File: src/rtl/cfu_macc_sequencer.sv
// cfu_macc_sequencer: runs one dot-product job on the 4-way SIMD MAC CFU.
// Each job is clear, then per word set-input and MACC ACC0..3, then get ACC0..3.
// Define CFU_SEQ_OFFSET_EN to issue input/filter offset commands right after the clear.
module cfu_macc_sequencer #(
    parameter int ADDR_W = 12,
    parameter int K_W    = 12
) (
    input  logic              clk,
    input  logic              reset,
    input  logic              start_valid,
    output logic              start_ready,
    input  logic [ADDR_W-1:0] start_in_base,
    input  logic [ADDR_W-1:0] start_flt_base,
    input  logic [ADDR_W-1:0] start_flt_stride,
    input  logic [K_W-1:0]    start_k,
`ifdef CFU_SEQ_OFFSET_EN
    input  logic [31:0]       start_in_off,
    input  logic [31:0]       start_flt_off,
`endif
    output logic              mem_rd_en,
    output logic [ADDR_W-1:0] mem_rd_addr,
    input  logic [31:0]       mem_rd_data,
    output logic              cfu_cmd_valid,
    input  logic              cfu_cmd_ready,
    output logic [9:0]        cfu_cmd_function_id,
    output logic [31:0]       cfu_cmd_inputs_0,
    output logic [31:0]       cfu_cmd_inputs_1,
    input  logic              cfu_rsp_valid,
    output logic              cfu_rsp_ready,
    input  logic [31:0]       cfu_rsp_outputs_0,
    output logic              res_valid,
    input  logic              res_ready,
    output logic [127:0]      res_data,
    output logic              busy
);
    typedef enum logic [2:0] {IDLE, ISSUE, WAIT_RSP, FETCH, DONE} state_t;
    typedef enum logic [2:0] {PH_CLR, PH_OFF_IN, PH_OFF_FLT, PH_SET, PH_MACC, PH_GET} phase_t;

    state_t            state;
    phase_t            phase, n_phase;
    logic [1:0]        r, n_r, r_inc;
    logic [K_W-1:0]    k, n_k, k_inc, k_len;
    logic [ADDR_W-1:0] in_base, flt_base, stride, n_addr;
    logic [6:0]        n_op;
    logic [31:0]       n_data;
    logic              n_fetch, n_done;
`ifdef CFU_SEQ_OFFSET_EN
    logic [31:0]       in_off, flt_off;
`endif

    assign cfu_cmd_inputs_1 = '0;
    assign r_inc = r + 2'd1;
    assign k_inc = k + K_W'(1);

    // next step of the command sequence once the current command's response arrives
    always_comb begin
        n_phase = phase;
        n_r = r;
        n_k = k;
        n_addr = '0;
        n_op = '0;
        n_data = '0;
        n_fetch = 1'b0;
        n_done = 1'b0;
        case (phase)
            PH_SET: begin
                n_phase = PH_MACC;
                n_r = 2'd0;
                n_fetch = 1'b1;
                n_addr = flt_base + ADDR_W'(k);
            end
            PH_MACC: begin
                if (r != 2'd3) begin
                    n_r = r_inc;
                    n_fetch = 1'b1;
                    n_addr = flt_base + ADDR_W'(r_inc) * stride + ADDR_W'(k);
                end else if (k_inc == k_len) begin
                    n_phase = PH_GET;
                    n_r = 2'd0;
                    n_k = k_inc;
                    n_op = 7'd11;
                end else begin
                    n_phase = PH_SET;
                    n_k = k_inc;
                    n_fetch = 1'b1;
                    n_addr = in_base + ADDR_W'(k_inc);
                end
            end
            PH_GET: begin
                if (r != 2'd3) begin
                    n_r = r_inc;
                    n_op = 7'd12 + 7'(r);
                end else begin
                    n_done = 1'b1;
                end
            end
`ifdef CFU_SEQ_OFFSET_EN
            PH_CLR: begin
                n_phase = PH_OFF_IN;
                n_op = 7'd2;
                n_data = in_off;
            end
            PH_OFF_IN: begin
                n_phase = PH_OFF_FLT;
                n_op = 7'd3;
                n_data = flt_off;
            end
`endif
            default: begin
                if (k_len == '0) begin
                    n_phase = PH_GET;
                    n_r = 2'd0;
                    n_op = 7'd11;
                end else begin
                    n_phase = PH_SET;
                    n_k = '0;
                    n_fetch = 1'b1;
                    n_addr = in_base;
                end
            end
        endcase
    end

    // control FSM with registered handshake outputs; one CFU command in flight at a time
    always_ff @(posedge clk) begin
        if (reset) begin
            state <= IDLE;
            phase <= PH_CLR;
            r <= '0;
            k <= '0;
            k_len <= '0;
            in_base <= '0;
            flt_base <= '0;
            stride <= '0;
`ifdef CFU_SEQ_OFFSET_EN
            in_off <= '0;
            flt_off <= '0;
`endif
            start_ready <= 1'b1;
            busy <= 1'b0;
            mem_rd_en <= 1'b0;
            mem_rd_addr <= '0;
            cfu_cmd_valid <= 1'b0;
            cfu_cmd_function_id <= '0;
            cfu_cmd_inputs_0 <= '0;
            cfu_rsp_ready <= 1'b0;
            res_valid <= 1'b0;
            res_data <= '0;
        end else begin
            case (state)
                IDLE: begin
                    if (start_valid) begin
                        in_base <= start_in_base;
                        flt_base <= start_flt_base;
                        stride <= start_flt_stride;
                        k_len <= start_k;
`ifdef CFU_SEQ_OFFSET_EN
                        in_off <= start_in_off;
                        flt_off <= start_flt_off;
`endif
                        phase <= PH_CLR;
                        r <= '0;
                        k <= '0;
                        start_ready <= 1'b0;
                        busy <= 1'b1;
                        cfu_cmd_valid <= 1'b1;
                        cfu_cmd_function_id <= {7'd10, 3'b000};
                        cfu_cmd_inputs_0 <= '0;
                        state <= ISSUE;
                    end
                end
                ISSUE: begin
                    if (cfu_cmd_ready) begin
                        cfu_cmd_valid <= 1'b0;
                        cfu_rsp_ready <= 1'b1;
                        state <= WAIT_RSP;
                    end
                end
                WAIT_RSP: begin
                    if (cfu_rsp_valid) begin
                        cfu_rsp_ready <= 1'b0;
                        if (phase == PH_GET)
                            res_data[32*r +: 32] <= cfu_rsp_outputs_0;
                        phase <= n_phase;
                        r <= n_r;
                        k <= n_k;
                        if (n_done) begin
                            res_valid <= 1'b1;
                            state <= DONE;
                        end else if (n_fetch) begin
                            mem_rd_en <= 1'b1;
                            mem_rd_addr <= n_addr;
                            state <= FETCH;
                        end else begin
                            cfu_cmd_valid <= 1'b1;
                            cfu_cmd_function_id <= {n_op, 3'b000};
                            cfu_cmd_inputs_0 <= n_data;
                            state <= ISSUE;
                        end
                    end
                end
                FETCH: begin
                    if (mem_rd_en) begin
                        mem_rd_en <= 1'b0;
                    end else begin
                        cfu_cmd_valid <= 1'b1;
                        cfu_cmd_function_id <= {((phase == PH_SET) ? 7'd5 : 7'd6 + 7'(r)), 3'b000};
                        cfu_cmd_inputs_0 <= mem_rd_data;
                        state <= ISSUE;
                    end
                end
                DONE: begin
                    if (res_ready) begin
                        res_valid <= 1'b0;
                        start_ready <= 1'b1;
                        busy <= 1'b0;
                        state <= IDLE;
                    end
                end
                default: state <= IDLE;
            endcase
        end
    end
endmodule

File: config.mk
export PLATFORM = sky130hd
export DESIGN_NAME = cfu_macc_sequencer
export DESIGN_NICKNAME = d
export VERILOG_FILES = /design/src/rtl/cfu_macc_sequencer.sv
export SDC_FILE = /design/constraint.sdc
export NUM_CORES = 1
export LEC_CHECK = 0
export BUFFER_PORTS_ARGS = -buffer_cell sky130_fd_sc_hd__buf_4
export CORE_MARGIN = 2
export CORE_UTILIZATION = 31
export CTS_CLUSTER_DIAMETER = 100
export DETAILED_ROUTE_END_ITERATION = 6
export GPL_ROUTABILITY_DRIVEN = 0
export MAX_ROUTING_LAYER = met4
export PLACE_DENSITY_LB_ADDON = 0.05
export SLEW_MARGIN = 20
export SYNTH_ARGS = -nofsm -noshare
export SYNTH_HDL_FRONTEND = slang
export SYNTH_SLANG_ARGS = --single-unit
File: constraint.sdc
create_clock -name clk -period 6.33 [get_ports clk]
set_input_delay 0.3165 -clock clk [delete_from_list [all_inputs] [get_ports clk]]
set_output_delay 0.3165 -clock clk [all_outputs]
set_load 0.03 [all_outputs]
Yosys cells after proc, flatten, opt, wreduce, memory -nomap -nowiden:

Cells that the tools add are included.

* bits in registers: 256
* latch bits: 0
* RAM bits: 0
* bits in read-only memories: 0
* input port bits: 118
* output and inout port bits: 220
* logic and storage cells: 159
* memories kept: 0

* $add $sub $neg: 9
* multiply operators: 1
* divide/modulo/power cells: 0
* magnitude comparators: 0
* eq/ne operators: 25
* shift-type cells: 2
* muxes and demuxes: 80
* bitwise operators: 1
* reduce and logical (&&, ||, !) cells: 23

Operator list (count)
* 2-to-1 mux 32 bit: 5
* bitwise mux 128 bit: 1
* variable shift 32 x 34 -> 128 bit, first input constant: 1
* indexed part select 32 x 34 -> 128 bit: 1
* one-hot mux 32 bit (3 select lines): 1
* 2-to-1 mux 12 bit: 7
* 2-to-1 mux 10 bit: 5
* adder 12 bit: 4
* one-hot mux 12 bit (2 select lines): 2
* one-hot mux 12 bit (3 select lines): 1
* negation 7 -> 34 bit: 1
* 2-to-1 mux 3 bit: 11
* one-hot mux 10 bit (3 select lines): 1
* != test 2 bit, second input constant: 12
* 2-to-1 mux 1 bit: 21
* AND reduction 6 bit: 3
* 2-to-1 mux 4 bit: 4
* one-hot mux 3 bit (5 select lines): 1
* one-hot mux 5 bit (3 select lines): 1
* 2-to-1 mux 2 bit: 7
* adder 12 x 1 -> 12 bit, second input constant: 1
* equality test 12 bit: 1
* zero test 12 bit: 1
* multiplier 2 x 12 -> 12 bit: 1
* other kinds (29): 47

Logic depth before layout (Yosys ltp):

* word-level depth: 9
* depth in mapped cells: 18

Least setup slack after synthesis:

No wires, ideal clock.

* path kind: register -> register
* start: register r[0]
* end: register mem_rd_addr[10]
* arrival: 4.726 ns
* required time: 6.196 ns
* path slack: 1.470 ns
* stages on the path, launching flop included: 19
* cell sequence: dfxtp_1 > clkbuf_1 > inv_1 > ha_1 > clkbuf_1 > and2_1 > fa_1 > inv_1 > fa_1 > inv_1 > ha_1 > a21o_1 > a311o_1 > a2111oi_0 > o311ai_0 > xor2_1 > a22o_1 > a221oi_1 > a211oi_1

* cells in the longest elaborated chain, start to end: 6
* elaborated cells between the ends (all ways): 13
* classes of those cells: 3 x add/sub; 1 x mul; 1 x eq/ne; 6 x mux; 1 x bitwise; 1 x reduce/logical

RTL lines
* start, declared: RTL line 41 `logic [1:0] r, n_r, r_inc;`
* start signal, assigned: RTL line 185 `r <= n_r;`
* adder 2 x 1 -> 2 bit: RTL line 52 `assign r_inc = r + 2'd1;`
* multiplier 2 x 12 -> 12 bit: RTL line 76 `n_addr = flt_base + ADDR_W'(r_inc) * stride + ADDR_W'(k);`
* adder 12 bit (2 in a row): RTL line 76
* 2-to-1 mux 12 bit: RTL line 73 `if (r != 2'd3) begin`
* one-hot mux 12 bit (3 select lines): RTL line 65 `case (phase)`
* end signal, assigned: RTL line 192 `mem_rd_addr <= n_addr;`
* end, declared: RTL line 21 `output logic [ADDR_W-1:0] mem_rd_addr,`

Several ways; a longest one is shown, not always the timed one.
A chain may end at the register's enable or synchronous reset.

Worst setup path after layout:

* start: register r[1]
* end: register mem_rd_addr[10]

Same word-level chain as after synthesis.

==> impl_metrics.tcl <==
set metrics [dict create \
    crit_family "compound AO/OA/AOI/OAI gates" \
    required_ps 6760 \
    die_area_um2 42700 \
    p_leak_nw 6.96 \
    path_class "register to register" \
    hp-start "cfu_rsp_outputs_0[6]" \
    finalCriticalPeriod_ps 5080 \
    row_count 74 \
    start_util_pct 31.3 \
    core_area_um2 40600 \
    port_buffers 299 \
    fill_cells 4202 \
    post_cts_resized 0 \
    chipHeight_um 207 \
    path_clk_slew_ps 60 \
    vias 12200 \
    crit_start "r[1]" \
    routedWlPerCell_um 17.7 \
    cts_sinks 250 \
    timing.rr.end "mem_rd_addr[10]" \
    reg2reg_from "r[1]" \
    drc 0 \
    ff2ff_path_depth 16 \
    regToRegSetupSlack_ps 1250 \
    worst_clock_skew_ps 14.0 \
    synth_top_cells_by_area "dfxtp_1 39%, nand2_1 9.0%, a21oi_1 8.8%" \
    crit_fanout 16 \
    cts_tree "built" \
    drive_gt1_share_pct 19.7 \
    cellPowerDensity_nw_per_um2 272 \
    final_cell_mix "314 x buf_4, 304 x nand2_1, 250 x dfxtp_1, 225 x a21oi_1, 146 x nand3_1" \
    async_flop_share_pct 0 \
    ff_latch_area_um2 5000 \
    drtIter0Drc 731 \
    max_stage_delay_ps 590 \
    vdd_drop_max_mv 0.209 \
    htree_levels 1 \
    netlist_area_um2 12700 \
    clock_latency_ps 600 \
    cp-end-kind "register" \
    tightestPinTransition_ps 1030 \
    hold_viol_final 0 \
    io_pins 338 \
    antenna_left 0 \
    antenna_found_initial 0 \
    dpl.hpwl_um 30500 \
    final_common_cell "buf_4" \
    gr-total-overflow 0 \
    routed_wirelength_um 44100 \
    final-max-slew-violation-count 0 \
    nNetsFinal 2124 \
    crit_chain "inv_1 > ha_1 > and2_1 > fa_1 > inv_1 > fa_1 > inv_1 > ha_1 > a21o_1 > a311o_1 > a2111oi_0 > o311ai_0 > xor2_1 > a22o_1 > a221oi_1 > a211oi_1" \
    dieWidth_um 207 \
    yosys_warnings 0 \
    root_buffer "clkbuf_16" \
    drv_cap 0 \
    cp_num_cells 16 \
    outcome "finished clean" \
    syn_inst 1603 \
    setup_viol 0 \
    maxSlewHeadroom_pct 31.1 \
    synth_top_area_share_pct 39.3 \
    grt_max_degree 159 \
    synth_top_area_cell "dfxtp_1" \
    tns_ps 0 \
    dp_cells 2340 \
    seq_area_frac_synth_pct 39.3 \
    max_clock_freq_mhz 197 \
    whs_endpoint "res_data[38]" \
    synth-edff-count 0 \
    grt_pass1_wl_um 67100 \
    hold_depth 3 \
    fin_cells 2499 \
    first_pass_iters 5 \
    critPathSlowestCell "a2111oi_0" \
    crit_path_frequent_cell "inv_1" \
    syn_to_final_growth_pct 35.5 \
    hold_ws_ps 30.4 \
    worstSetupStartpointType "register" \
    multi_input_area_um2 6920 \
    cts_buffer_depth 3 \
    path_buf_inv 3 \
    rsz0062_at_grt "no" \
    yosys_register_bits 250 \
    post-route-period-util_pct 80.2 \
    synth_flop_cell "dfxtp_1" \
    hp-class "primary input to register" \
    routed_via_density 4.90 \
    grt_usage_pct 20.5 \
    ys_types 71 \
    numCtsBuffers 31 \
    syn_avg_cell_area_um2 7.94 \
    arrival_ps 5510 \
    grt_pass1_vias 11600 \
]
[routing by layer]
metal | part of all wire [%] | global-route usage [%] | vias up
li1 | - | - | 6082
met1 | 48 | 28.5 | 5741
met2 | 43 | 30.7 | 367
met3 | 6.6 | 3.52 | 58
met4 | 2.2 | 5.56 | 0
met5 | 0 | - | -
[Yosys cell counts (all sizes together) (3+ instances only)]
library cell  count
a21o              6
o21bai            3
nor3             19
o21ai            54
a211oi            9
nor3b             8
a222oi            4
or4               3
a31oi             9
nand3b           37
and2             19
o2111ai           8
mux2i             3
xnor3             3
nand2           304
nor2b            21
a22oi             7
clkbuf           86
nand2b            8
inv              64
o31ai             3
a221oi            3
o21a              4
and3              5
a21oi           225
or2               8
ha               41
nand3           148
fa               23
or3               6
a2111oi           3
o22ai             3
nor4              5
xnor2            29
buf              63
xor2             20
dfxtp           250
nor2             58
a311oi            8
[timing repair]
item / CTS / global route
hold endpoints to repair: 142 / 0
endpoints found under the setup margin: 0 / 0
hold buffers: 101 / 0
setup buffers: 0 / 0
[cell type report]
| type | count | area share (%) |
|---|---|---|
| sequential | 250 | 29.0 |
| clock buffer | 51 | 5.40 |
| inverter | 64 | 1.39 |
| clock inverter | 6 | 0.283 |
| tap | 532 | 3.86 |
| antenna | 1 | 0.0145 |
| multi-input combinational | 1177 | 40.1 |
| timing repair buffer | 418 | 19.9 |
[cells by family after synthesis]
group / after synthesis / share of synthesized area (%)
and+or+nand+nor: 655 / 24.2
AOI/OAI and AO/OA: 365 / 16.9
DFF: 250 / 39.3
buffers and inverters: 213 / 7.71
adders and majority gates: 64 / 7.65
xor gates and xnor gates: 52 / 3.90
muxes: 3 / 0.236
other: 1 / 0.0295
[flip-flops by register name, summed over array words and instances (netlist names), 2 cells and up]
| signal | flops |
|---|---|
| in_base | 12 |
| stride | 12 |
| k_len | 12 |
| k | 12 |
| state | 3 |
| cfu_cmd_inputs_0 | 32 |
| mem_rd_addr | 12 |
| r | 2 |
| cfu_cmd_function_id | 4 |
| res_data | 128 |
| phase | 3 |
| flt_base | 12 |
[report_power, final]
part	total (W)	internal, W	switching (W)
logic	0.00120	0.000443	0.000760
registers	0.00178	0.00167	0.000111
clock network	0.00171	0.000998	0.000713
[worst max path at each step]
stage                      endpoint
finish              mem_rd_addr[10]
global route        mem_rd_addr[10]
CTS                 mem_rd_addr[10]
detailed placement  mem_rd_addr[10]
global placement    mem_rd_addr[10]
floorplan           mem_rd_addr[10]
[per-stage QoR]
| step | setup slack, ps | instance area, um^2 | power (W) | utilization (%) |
|---|---|---|---|---|
| floorplan | 1470 | 12900 | 0.00259 | - |
| global placement | 1310 | 15200 | 0.00294 | 37.4 |
| detailed placement | 1220 | 15200 | 0.00297 | 37.5 |
| CTS | 1180 | 17200 | 0.00476 | 42.4 |
| global route | 932 | 17200 | 0.00496 | 42.4 |
| finish | 1250 | 17200 | 0.00470 | 42.4 |
[worst reg2reg max path, cell delays in order, from the launching register on]
cell and delay (ps):
dfxtp_1 430, inv_1 140, ha_1 500, and2_1 280, fa_1 510, inv_1 60, fa_1 550, inv_1 60
ha_1 280, a21o_1 170, a311o_1 370, a2111oi_0 590, o311ai_0 270, xor2_1 200, a22o_1 210, a221oi_1 200
a211oi_1 110
Power figures use the tool's default switching activity.
